<file path="src/rtl/cv32e40x_ex_result_join_if.sv">
// Handshake and data bundle between the EX stage, its functional units and WB.
// The master modport is the environment around the join block; slave is the join block.
interface cv32e40x_ex_result_join_if #(
  parameter int unsigned NUM_FU      = 4,
  parameter int unsigned DATA_W      = 32,
  parameter int unsigned ADDR_W      = 5,
  parameter int unsigned STALL_CNT_W = 16
);
  logic                     instr_valid_i;
  logic [NUM_FU-1:0]        fu_sel_i;
  logic [NUM_FU-1:0]        fu_valid_i;
  logic [NUM_FU*DATA_W-1:0] fu_data_i;
  logic [NUM_FU-1:0]        fu_ready_o;
  logic                     rf_we_i;
  logic [ADDR_W-1:0]        rf_waddr_i;
  logic [31:0]              pc_i;
  logic                     exc_i;
  logic                     kill_i;
  logic                     halt_i;
  logic                     ex_ready_o;
  logic                     ex_valid_o;
  logic                     wb_valid_o;
  logic                     wb_rf_we_o;
  logic [ADDR_W-1:0]        wb_rf_waddr_o;
  logic [DATA_W-1:0]        wb_rf_wdata_o;
  logic [31:0]              wb_pc_o;
  logic                     wb_exc_o;
  logic                     wb_ready_i;
  logic [STALL_CNT_W-1:0]   stall_cnt_o;

  modport master (
    output instr_valid_i, fu_sel_i, fu_valid_i, fu_data_i, rf_we_i, rf_waddr_i, pc_i,
           exc_i, kill_i, halt_i, wb_ready_i,
    input  fu_ready_o, ex_ready_o, ex_valid_o, wb_valid_o, wb_rf_we_o, wb_rf_waddr_o,
           wb_rf_wdata_o, wb_pc_o, wb_exc_o, stall_cnt_o
  );

  modport slave (
    input  instr_valid_i, fu_sel_i, fu_valid_i, fu_data_i, rf_we_i, rf_waddr_i, pc_i,
           exc_i, kill_i, halt_i, wb_ready_i,
    output fu_ready_o, ex_ready_o, ex_valid_o, wb_valid_o, wb_rf_we_o, wb_rf_waddr_o,
           wb_rf_wdata_o, wb_pc_o, wb_exc_o, stall_cnt_o
  );
endinterface

</file>
<file path="src/rtl/cv32e40x_ex_result_join.sv">
// EX result join: picks the selected functional unit's result, hands it to the WB output
// register and counts stall cycles. Define CV32E40X_EX_SKID_EN to add a one-entry skid
// register beside the output register, which cuts the wb_ready_i -> ex_ready_o path.
module cv32e40x_ex_result_join #(
  parameter int unsigned NUM_FU      = 4,
  parameter int unsigned DATA_W      = 32,
  parameter int unsigned ADDR_W      = 5,
  parameter int unsigned STALL_CNT_W = 16
) (
  input logic                      clk,
  input logic                      rst,
  cv32e40x_ex_result_join_if.slave bus
);

  logic              instr_ok;
  logic              ex_valid;
  logic              out_ready;
  logic              transfer;
  logic [DATA_W-1:0] sel_data;

  logic              out_valid_q, out_valid_d;
  logic              out_we_q, out_we_d;
  logic              out_exc_q, out_exc_d;
  logic [ADDR_W-1:0] out_addr_q, out_addr_d;
  logic [DATA_W-1:0] out_data_q, out_data_d;
  logic [31:0]       out_pc_q, out_pc_d;

`ifdef CV32E40X_EX_SKID_EN
  // Skid keeps the raw rf_we so addr/data follow the same hold rule when promoted
  logic              skid_valid_q, skid_valid_d;
  logic              skid_we_q, skid_we_d;
  logic              skid_exc_q, skid_exc_d;
  logic [ADDR_W-1:0] skid_addr_q, skid_addr_d;
  logic [DATA_W-1:0] skid_data_q, skid_data_d;
  logic [31:0]       skid_pc_q, skid_pc_d;
`endif

  logic [STALL_CNT_W-1:0] stall_q, stall_d;

  // Lowest-index selected unit supplies the result; no selection gives zero
  always_comb begin
    sel_data = '0;
    for (int k = NUM_FU - 1; k >= 0; k--) begin
      if (bus.fu_sel_i[k]) begin
        sel_data = bus.fu_data_i[k*DATA_W +: DATA_W];
      end
    end
  end

  assign instr_ok = bus.instr_valid_i & ~bus.kill_i & ~bus.halt_i;
  assign ex_valid = instr_ok & ((|(bus.fu_sel_i & bus.fu_valid_i)) | bus.exc_i);

`ifdef CV32E40X_EX_SKID_EN
  assign out_ready = ~skid_valid_q;
`else
  assign out_ready = bus.wb_ready_i | ~out_valid_q;
`endif

  assign transfer       = ex_valid & out_ready;
  assign bus.ex_valid_o = ex_valid;
  assign bus.ex_ready_o = bus.kill_i | (out_ready & ~bus.halt_i);
  assign bus.fu_ready_o = bus.fu_sel_i & {NUM_FU{out_ready & ~bus.halt_i}};

  // Output register (and skid) next state: load on transfer, bubble when drained, else hold
  always_comb begin
    out_valid_d = out_valid_q;
    out_we_d    = out_we_q;
    out_exc_d   = out_exc_q;
    out_addr_d  = out_addr_q;
    out_data_d  = out_data_q;
    out_pc_d    = out_pc_q;
`ifdef CV32E40X_EX_SKID_EN
    skid_valid_d = skid_valid_q;
    skid_we_d    = skid_we_q;
    skid_exc_d   = skid_exc_q;
    skid_addr_d  = skid_addr_q;
    skid_data_d  = skid_data_q;
    skid_pc_d    = skid_pc_q;
    if (out_valid_q && !bus.wb_ready_i) begin
      // WB stalled: a new result parks in the skid, the output register holds
      if (transfer) begin
        skid_valid_d = 1'b1;
        skid_we_d    = bus.rf_we_i;
        skid_exc_d   = bus.exc_i;
        skid_addr_d  = bus.rf_waddr_i;
        skid_data_d  = sel_data;
        skid_pc_d    = bus.pc_i;
      end
    end else if (skid_valid_q) begin
      // Older skid entry goes first; out_ready is low so nothing new arrives this cycle
      skid_valid_d = 1'b0;
      out_valid_d  = 1'b1;
      out_exc_d    = skid_exc_q;
      out_pc_d     = skid_pc_q;
      out_we_d     = skid_we_q & ~skid_exc_q;
      if (skid_we_q) begin
        out_addr_d = skid_addr_q;
        out_data_d = skid_data_q;
      end
    end else if (transfer) begin
      out_valid_d = 1'b1;
      out_exc_d   = bus.exc_i;
      out_pc_d    = bus.pc_i;
      out_we_d    = bus.rf_we_i & ~bus.exc_i;
      if (bus.rf_we_i) begin
        out_addr_d = bus.rf_waddr_i;
        out_data_d = sel_data;
      end
    end else if (bus.wb_ready_i) begin
      out_valid_d = 1'b0;
    end
`else
    if (transfer) begin
      out_valid_d = 1'b1;
      out_exc_d   = bus.exc_i;
      out_pc_d    = bus.pc_i;
      out_we_d    = bus.rf_we_i & ~bus.exc_i;
      if (bus.rf_we_i) begin
        out_addr_d = bus.rf_waddr_i;
        out_data_d = sel_data;
      end
    end else if (bus.wb_ready_i) begin
      out_valid_d = 1'b0;
    end
`endif
  end

  // Saturating stall counter: a live instruction that did not move this cycle
  always_comb begin
    stall_d = stall_q;
    if (bus.instr_valid_i && !bus.kill_i && !transfer && (stall_q != '1)) begin
      stall_d = stall_q + STALL_CNT_W'(1);
    end
  end

  // State registers with synchronous reset
  always_ff @(posedge clk) begin
    if (rst) begin
      out_valid_q  <= 1'b0;
      out_we_q     <= 1'b0;
      out_exc_q    <= 1'b0;
      out_addr_q   <= '0;
      out_data_q   <= '0;
      out_pc_q     <= '0;
`ifdef CV32E40X_EX_SKID_EN
      skid_valid_q <= 1'b0;
      skid_we_q    <= 1'b0;
      skid_exc_q   <= 1'b0;
      skid_addr_q  <= '0;
      skid_data_q  <= '0;
      skid_pc_q    <= '0;
`endif
      stall_q      <= '0;
    end else begin
      out_valid_q  <= out_valid_d;
      out_we_q     <= out_we_d;
      out_exc_q    <= out_exc_d;
      out_addr_q   <= out_addr_d;
      out_data_q   <= out_data_d;
      out_pc_q     <= out_pc_d;
`ifdef CV32E40X_EX_SKID_EN
      skid_valid_q <= skid_valid_d;
      skid_we_q    <= skid_we_d;
      skid_exc_q   <= skid_exc_d;
      skid_addr_q  <= skid_addr_d;
      skid_data_q  <= skid_data_d;
      skid_pc_q    <= skid_pc_d;
`endif
      stall_q      <= stall_d;
    end
  end

  assign bus.wb_valid_o    = out_valid_q;
  assign bus.wb_rf_we_o    = out_we_q;
  assign bus.wb_exc_o      = out_exc_q;
  assign bus.wb_rf_waddr_o = out_addr_q;
  assign bus.wb_rf_wdata_o = out_data_q;
  assign bus.wb_pc_o       = out_pc_q;
  assign bus.stall_cnt_o   = stall_q;

endmodule

</file>
<file path="src/flat_wrapper.sv">
// flat-port wrapper written by rule: the top's interface ports become plain ports
module cv32e40x_ex_result_join_flat 
#(
  parameter int unsigned NUM_FU      = 4,
  parameter int unsigned DATA_W      = 32,
  parameter int unsigned ADDR_W      = 5,
  parameter int unsigned STALL_CNT_W = 16
)
  (clk, rst, bus_instr_valid_i, bus_fu_sel_i, bus_fu_valid_i, bus_fu_data_i, bus_rf_we_i, bus_rf_waddr_i, bus_pc_i, bus_exc_i, bus_kill_i, bus_halt_i, bus_wb_ready_i, bus_fu_ready_o, bus_ex_ready_o, bus_ex_valid_o, bus_wb_valid_o, bus_wb_rf_we_o, bus_wb_rf_waddr_o, bus_wb_rf_wdata_o, bus_wb_pc_o, bus_wb_exc_o, bus_stall_cnt_o);
  cv32e40x_ex_result_join_if #(.NUM_FU(NUM_FU), .DATA_W(DATA_W), .ADDR_W(ADDR_W), .STALL_CNT_W(STALL_CNT_W)) bus_i ();
  input logic clk;
  input logic rst;
  input wire logic [$bits(bus_i.instr_valid_i)-1:0] bus_instr_valid_i;
  input wire logic [$bits(bus_i.fu_sel_i)-1:0] bus_fu_sel_i;
  input wire logic [$bits(bus_i.fu_valid_i)-1:0] bus_fu_valid_i;
  input wire logic [$bits(bus_i.fu_data_i)-1:0] bus_fu_data_i;
  input wire logic [$bits(bus_i.rf_we_i)-1:0] bus_rf_we_i;
  input wire logic [$bits(bus_i.rf_waddr_i)-1:0] bus_rf_waddr_i;
  input wire logic [$bits(bus_i.pc_i)-1:0] bus_pc_i;
  input wire logic [$bits(bus_i.exc_i)-1:0] bus_exc_i;
  input wire logic [$bits(bus_i.kill_i)-1:0] bus_kill_i;
  input wire logic [$bits(bus_i.halt_i)-1:0] bus_halt_i;
  input wire logic [$bits(bus_i.wb_ready_i)-1:0] bus_wb_ready_i;
  output wire logic [$bits(bus_i.fu_ready_o)-1:0] bus_fu_ready_o;
  output wire logic [$bits(bus_i.ex_ready_o)-1:0] bus_ex_ready_o;
  output wire logic [$bits(bus_i.ex_valid_o)-1:0] bus_ex_valid_o;
  output wire logic [$bits(bus_i.wb_valid_o)-1:0] bus_wb_valid_o;
  output wire logic [$bits(bus_i.wb_rf_we_o)-1:0] bus_wb_rf_we_o;
  output wire logic [$bits(bus_i.wb_rf_waddr_o)-1:0] bus_wb_rf_waddr_o;
  output wire logic [$bits(bus_i.wb_rf_wdata_o)-1:0] bus_wb_rf_wdata_o;
  output wire logic [$bits(bus_i.wb_pc_o)-1:0] bus_wb_pc_o;
  output wire logic [$bits(bus_i.wb_exc_o)-1:0] bus_wb_exc_o;
  output wire logic [$bits(bus_i.stall_cnt_o)-1:0] bus_stall_cnt_o;
  assign bus_i.instr_valid_i = bus_instr_valid_i;
  assign bus_i.fu_sel_i = bus_fu_sel_i;
  assign bus_i.fu_valid_i = bus_fu_valid_i;
  assign bus_i.fu_data_i = bus_fu_data_i;
  assign bus_i.rf_we_i = bus_rf_we_i;
  assign bus_i.rf_waddr_i = bus_rf_waddr_i;
  assign bus_i.pc_i = bus_pc_i;
  assign bus_i.exc_i = bus_exc_i;
  assign bus_i.kill_i = bus_kill_i;
  assign bus_i.halt_i = bus_halt_i;
  assign bus_i.wb_ready_i = bus_wb_ready_i;
  assign bus_fu_ready_o = bus_i.fu_ready_o;
  assign bus_ex_ready_o = bus_i.ex_ready_o;
  assign bus_ex_valid_o = bus_i.ex_valid_o;
  assign bus_wb_valid_o = bus_i.wb_valid_o;
  assign bus_wb_rf_we_o = bus_i.wb_rf_we_o;
  assign bus_wb_rf_waddr_o = bus_i.wb_rf_waddr_o;
  assign bus_wb_rf_wdata_o = bus_i.wb_rf_wdata_o;
  assign bus_wb_pc_o = bus_i.wb_pc_o;
  assign bus_wb_exc_o = bus_i.wb_exc_o;
  assign bus_stall_cnt_o = bus_i.stall_cnt_o;
  cv32e40x_ex_result_join #(.NUM_FU(NUM_FU), .DATA_W(DATA_W), .ADDR_W(ADDR_W), .STALL_CNT_W(STALL_CNT_W)) u_core (.clk(clk), .rst(rst), .bus(bus_i));
endmodule
</file>
<file path="config.mk">
export PLATFORM = sky130hd
export DESIGN_NAME = cv32e40x_ex_result_join_flat
export DESIGN_NICKNAME = d
export VERILOG_FILES = /design/src/rtl/cv32e40x_ex_result_join_if.sv /design/src/rtl/cv32e40x_ex_result_join.sv /design/src/flat_wrapper.sv
export SDC_FILE = /design/constraint.sdc
export NUM_CORES = 1
export LEC_CHECK = 0
export CELL_PAD_IN_SITES_DETAIL_PLACEMENT = 0
export CELL_PAD_IN_SITES_GLOBAL_PLACEMENT = 1
export CORE_MARGIN = 3
export CORE_UTILIZATION = 27
export DETAILED_ROUTE_END_ITERATION = 8
export MAX_ROUTING_LAYER = met4
export PLACE_DENSITY = 0.85
export RECOVER_POWER = 50
export REMOVE_ABC_BUFFERS = 1
export SLEW_MARGIN = 20
export SYNTH_ARGS = -nofsm -noshare
export SYNTH_HDL_FRONTEND = slang
export SYNTH_SLANG_ARGS = --single-unit
</file>
<file path="constraint.sdc">
create_clock -name clk -period 5 [get_ports clk]
set_input_delay 0.75 -clock clk [delete_from_list [all_inputs] [get_ports clk]]
set_output_delay 0.75 -clock clk [all_outputs]
set_load 0.02 [all_outputs]
</file>
== Word-level counts from Yosys, hierarchy flattened ==
Cells that the tools add are included.

* Bitwise operators: 15
* Multiplexer cells: 6
* Add/subtract/negate cells: 1
* Reductions and logical operators: 8
* Eq/ne operators: 1

{| class="wikitable"
|+ Operator list
! operator !! number
|-
| 32-bit two-way mux || 4
|-
| 16-bit by 1-bit adder with 16-bit output, second input constant || 1
|-
| 16-bit != test, second input constant || 1
|-
| 4-bit bitwise AND || 2
|-
| 1-bit bitwise AND || 6
|-
| 1-bit inverter || 4
|-
| 4-bit OR reduction || 1
|-
| 1-bit logical AND || 3
|-
| 1-bit OR || 3
|-
| 1-bit zero test || 2
|-
| 1-bit two-way mux || 2
|-
| 2-bit AND reduction || 1
|-
| 2-bit nonzero test || 1
|}

* Logic and storage cells: 38
* Output and inout bits: 94
* Input port bits: 181
* Register bits: 88

== Longest topological paths before layout ==
* Depth in word-level cells: 8
* Gate-level depth with buffers: 8
* Depth with buffers taken out: 6

== Least setup slack after synthesis ==
No wires, ideal clock.

* Path kind: input -> output
* Start: in bus_fu_sel_i[2]
* End: out bus_ex_valid_o
* Required time: 4.250 ns
* Path buffers: 1
* Data arrival time: 1.706 ns
* Cell stages on the path: 3
* Setup slack: 2.544 ns
* Cell sequence: buf_2 a21oi_1 a211oi_1

* Longest elaborated chain between the ends: 4

{| class="wikitable"
|+ Ends and longest elaborated chain
! what !! line !! text
|-
| start, declared || flat_wrapper.sv:14 || <nowiki>input wire logic [$bits(bus_i.fu_sel_i)-1:0] bus_fu_sel_i;</nowiki>
|-
| 4-bit bitwise AND || cv32e40x_ex_result_join.sv:51 || <nowiki>assign ex_valid = instr_ok & ((|(bus.fu_sel_i & bus.fu_valid_i)) | bus.exc_i);</nowiki>
|-
| 4-bit OR reduction || cv32e40x_ex_result_join.sv:51 ||
|-
| 1-bit OR || cv32e40x_ex_result_join.sv:51 ||
|-
| 1-bit bitwise AND || cv32e40x_ex_result_join.sv:51 ||
|-
| end, declared || flat_wrapper.sv:26 || <nowiki>output wire logic [$bits(bus_i.ex_valid_o)-1:0] bus_ex_valid_o;</nowiki>
|}

Every way passes these cells.

== Worst setup path after layout ==
* Start: in bus_fu_sel_i[3]
* End: out bus_ex_valid_o

The elaborated chain is that of the path after synthesis.

==> results_dict.tcl <==
set metrics [dict create \
    status "complete, no violations" \
    worst_slew_pin_slew_ns 0.847 \
    p_leak_nw 2.76 \
    cts_max_path_buffers 2 \
    gp_congestion 0.854 \
    crit_buf_inv 2 \
    cts_inserted_buffers 9 \
    synth_area_um2 4300 \
    ys_ff_latch 88 \
    syn_inst 539 \
    clk_latency_ns 0.34 \
    drc_errors 0 \
    p_int_w 0.00135 \
    switching_power_w 0.000441 \
    synth-edff-count 0 \
    avgSynthCellArea_um2 7.98 \
    ctsRootBufferMaster "clkbuf_16" \
    cts_resized 0 \
    yosysMostFrequentCell "dfxtp_1" \
    finalSetupViolations 0 \
    grt-ovfl-total 0 \
    power_frac_comb_pct 18.9 \
    crit_path_end_kind "output pin" \
    vias 4822 \
    area_delta_synth_final_pct 73.9 \
    multiInputGateArea_um2 2330 \
    arrival_ns 2.86 \
    place_ws_ns 1.52 \
    core-area_um2 15400 \
    seq_power_share_pct 40.7 \
    post-cts-setup-buffer-count 0 \
    clock.fmax_mhz 277 \
    fin_nets 968 \
    netSwitchingFraction_pct 24.6 \
    hp-class "reg -> reg" \
    synth_flop_cell "dfxtp_1" \
    rsz0062_at_grt "no" \
    grt_pass1_wl_um 24900 \
    dieHeight_um 132 \
    track_usage_pct 18.0 \
    worst_path_largest_cell_delay_ns 0.70 \
    dieArea_um2 17500 \
    period_minus_slack_ns 3.61 \
    wl_um 15300 \
    vdd_drop_max_uv 147 \
    fill_cells 1468 \
    cpLargestDelayFamily "buffers and inverters" \
    ant_nets 0 \
    slowest_stage "a222oi_1" \
    antenna_found_initial 1 \
    synth.top_cell.area_share_pct 41.0 \
    port_buffers 274 \
    slew_headroom_pct 43.5 \
    start_kind "input pin" \
    initial_utilization_pct 28.0 \
    async_flop_share_pct 0 \
    h-tree-depth 3 \
    power_density_nw_per_um2 240 \
    fin_area_um2 7480 \
    crit_chain "dlygate4sd3_1, a222oi_1, a211oi_1, clkdlybuf4s50_1" \
    final.setup.worst_slack_ns 1.39 \
    synthDistinctLibCells 36 \
    hpwl_um 11800 \
    clk_pin_slew_ns 0.06 \
    hold_violations 0 \
    synth_top_cell_by_area "dfxtp_1" \
    io_pins 275 \
    cts_tree "built" \
    finalSetupTns_ns 0 \
    max-cap-violations 0 \
    wl_per_cell_um 15.3 \
    p_clk_share_pct 40.4 \
    ctsHoldBuffers 0 \
    cts.sinks 88 \
    cp_max_fo 3 \
    synthTopCellsByArea "dfxtp_1 (41%), nor3_1 (7.9%), nand2_1 (7.2%), a221oi_1 (6.5%), a211oi_1 (5.8%)" \
    synth_seq_area_share_pct 41.0 \
    dpl_cell_area_um2 7160 \
    critPathRequiredTime_ns 4.25 \
    path_depth 4 \
    drt_iter0_drc 208 \
    synth_commonest_cells "dfxtp_1 (88), nand2_1 (82), nor3_1 (68), nor2_1 (52), a21oi_1 (43)" \
    crit_type "in -> out" \
    timing.final.crit_share_pct 72.3 \
    drv_slew 0 \
    rows 45 \
    regArea_um2 1760 \
    holdPathStages 2 \
    avgViaCountPerCell 4.81 \
    synth_warnings 0 \
    drive_above_1_share_pct 5.18 \
    grt_max_degree 66 \
    grt_pass1_vias 4801 \
    reg2reg_depth 6 \
    die_x_um 132 \
    dr.pass1.iters 4 \
    skew_ns 0.00796 \
]
==> worst register-to-register path: cells and delay by family, from the launching register on <==
kind            cells  cell delay (ns)
compound gates      2             0.75
buf+inv             1             0.39
flops               1             0.30
simple gates        3             0.80
==> kinds of logic (layout without fill, tap and decap cells) <==
logic type / count (synthesis) / count (layout) / share of synthesized area (%)
AND/OR/NAND/NOR: 274 / 274 / 32.0
adder cells (fa/ha/maj): 1 / 1 / 0.291
multiplexers: 1 / 1 / 0.262
AO/OA/AOI/OAI: 115 / 115 / 19.3
other: 0 / 1 / 0
XOR/XNOR: 12 / 12 / 2.44
buffers and inverters: 48 / 300 / 4.71
flip-flops: 88 / 88 / 41.0
==> layout by cell type, fill, tap and decap left out, types with 4 or more instances in the layout <==
master / instances
xnor2_1: 12
and2_1: 5
nor3_1: 68
a21oi_1: 43
clkdlybuf4s50_1: 182
nand2_1: 82
a211oi_1: 33
dfxtp_1: 88
nor2b_1: 35
nand2b_1: 4
clkbuf_16: 9
dlygate4sd3_1: 89
a221oi_1: 32
buf_4: 8
nor2_1: 52
nand3_1: 5
==> path summary, 6_finish.rpt <==
path,from,endpoint,slack (ns)
worst max-delay path,bus_fu_sel_i[3],bus_ex_valid_o,1.39
worst min register to register,u_core.bus.wb_rf_we_o,u_core.bus.wb_rf_we_o,0.45
worst min-delay path,u_core.bus.wb_rf_we_o,u_core.bus.wb_rf_we_o,0.45
worst max register to register,u_core.bus.wb_valid_o,u_core.bus.wb_rf_wdata_o[30],2.62
==> registers in the layout, indices dropped and copies added (netlist names) <==
name,flops
u_core.bus.stall_cnt_o,16
u_core.bus.wb_valid_o,1
u_core.bus.wb_rf_wdata_o,32
u_core.bus.wb_rf_waddr_o,5
u_core.bus.wb_exc_o,1
u_core.bus.wb_pc_o,32
u_core.bus.wb_rf_we_o,1
==> cell type report <==
type,count,area share (%)
clock inverters,7,1.27
multi-input cells,403,31.2
flip-flops and latches,88,23.6
diodes,1,0.0335
inverters,1,0.0502
repair buffers,283,37.3
clock buffers,9,3.01
well taps,211,3.53
==> routing by layer <==
layer | global-route usage, % | wire length (µm)
met1 | 20.8 | 6270
met2 | 30.1 | 7560
met3 | 4.92 | 1170
met4 | 6.00 | 337
met5 | - | 0
==> metrics by stage <==
stage	hold WS (ns)	cells	power, W	util, %
after global routing	0.471	1003	0.00187	48.7
after detailed placement	0.446	986	0.00110	46.6
after CTS	0.455	1002	0.00183	48.7
final	0.450	1003	0.00179	48.7
after floorplan	0.524	492	0.000853	-
after global placement	0.439	986	0.00109	46.6
==> power groups by stage <==
stage / combinational, W / clock [W] / sequential, W
5_1_grt: 0.000369 / 0.000773 / 0.000732
2_1_floorplan: 0.0000845 / 0 / 0.000769
3_5_place_dp: 0.000349 / 0 / 0.000747
6_report: 0.000340 / 0.000724 / 0.000730
3_3_place_gp: 0.000347 / 0 / 0.000746
4_1_cts: 0.000350 / 0.000750 / 0.000731
Power figures use the tool's default switching activity.
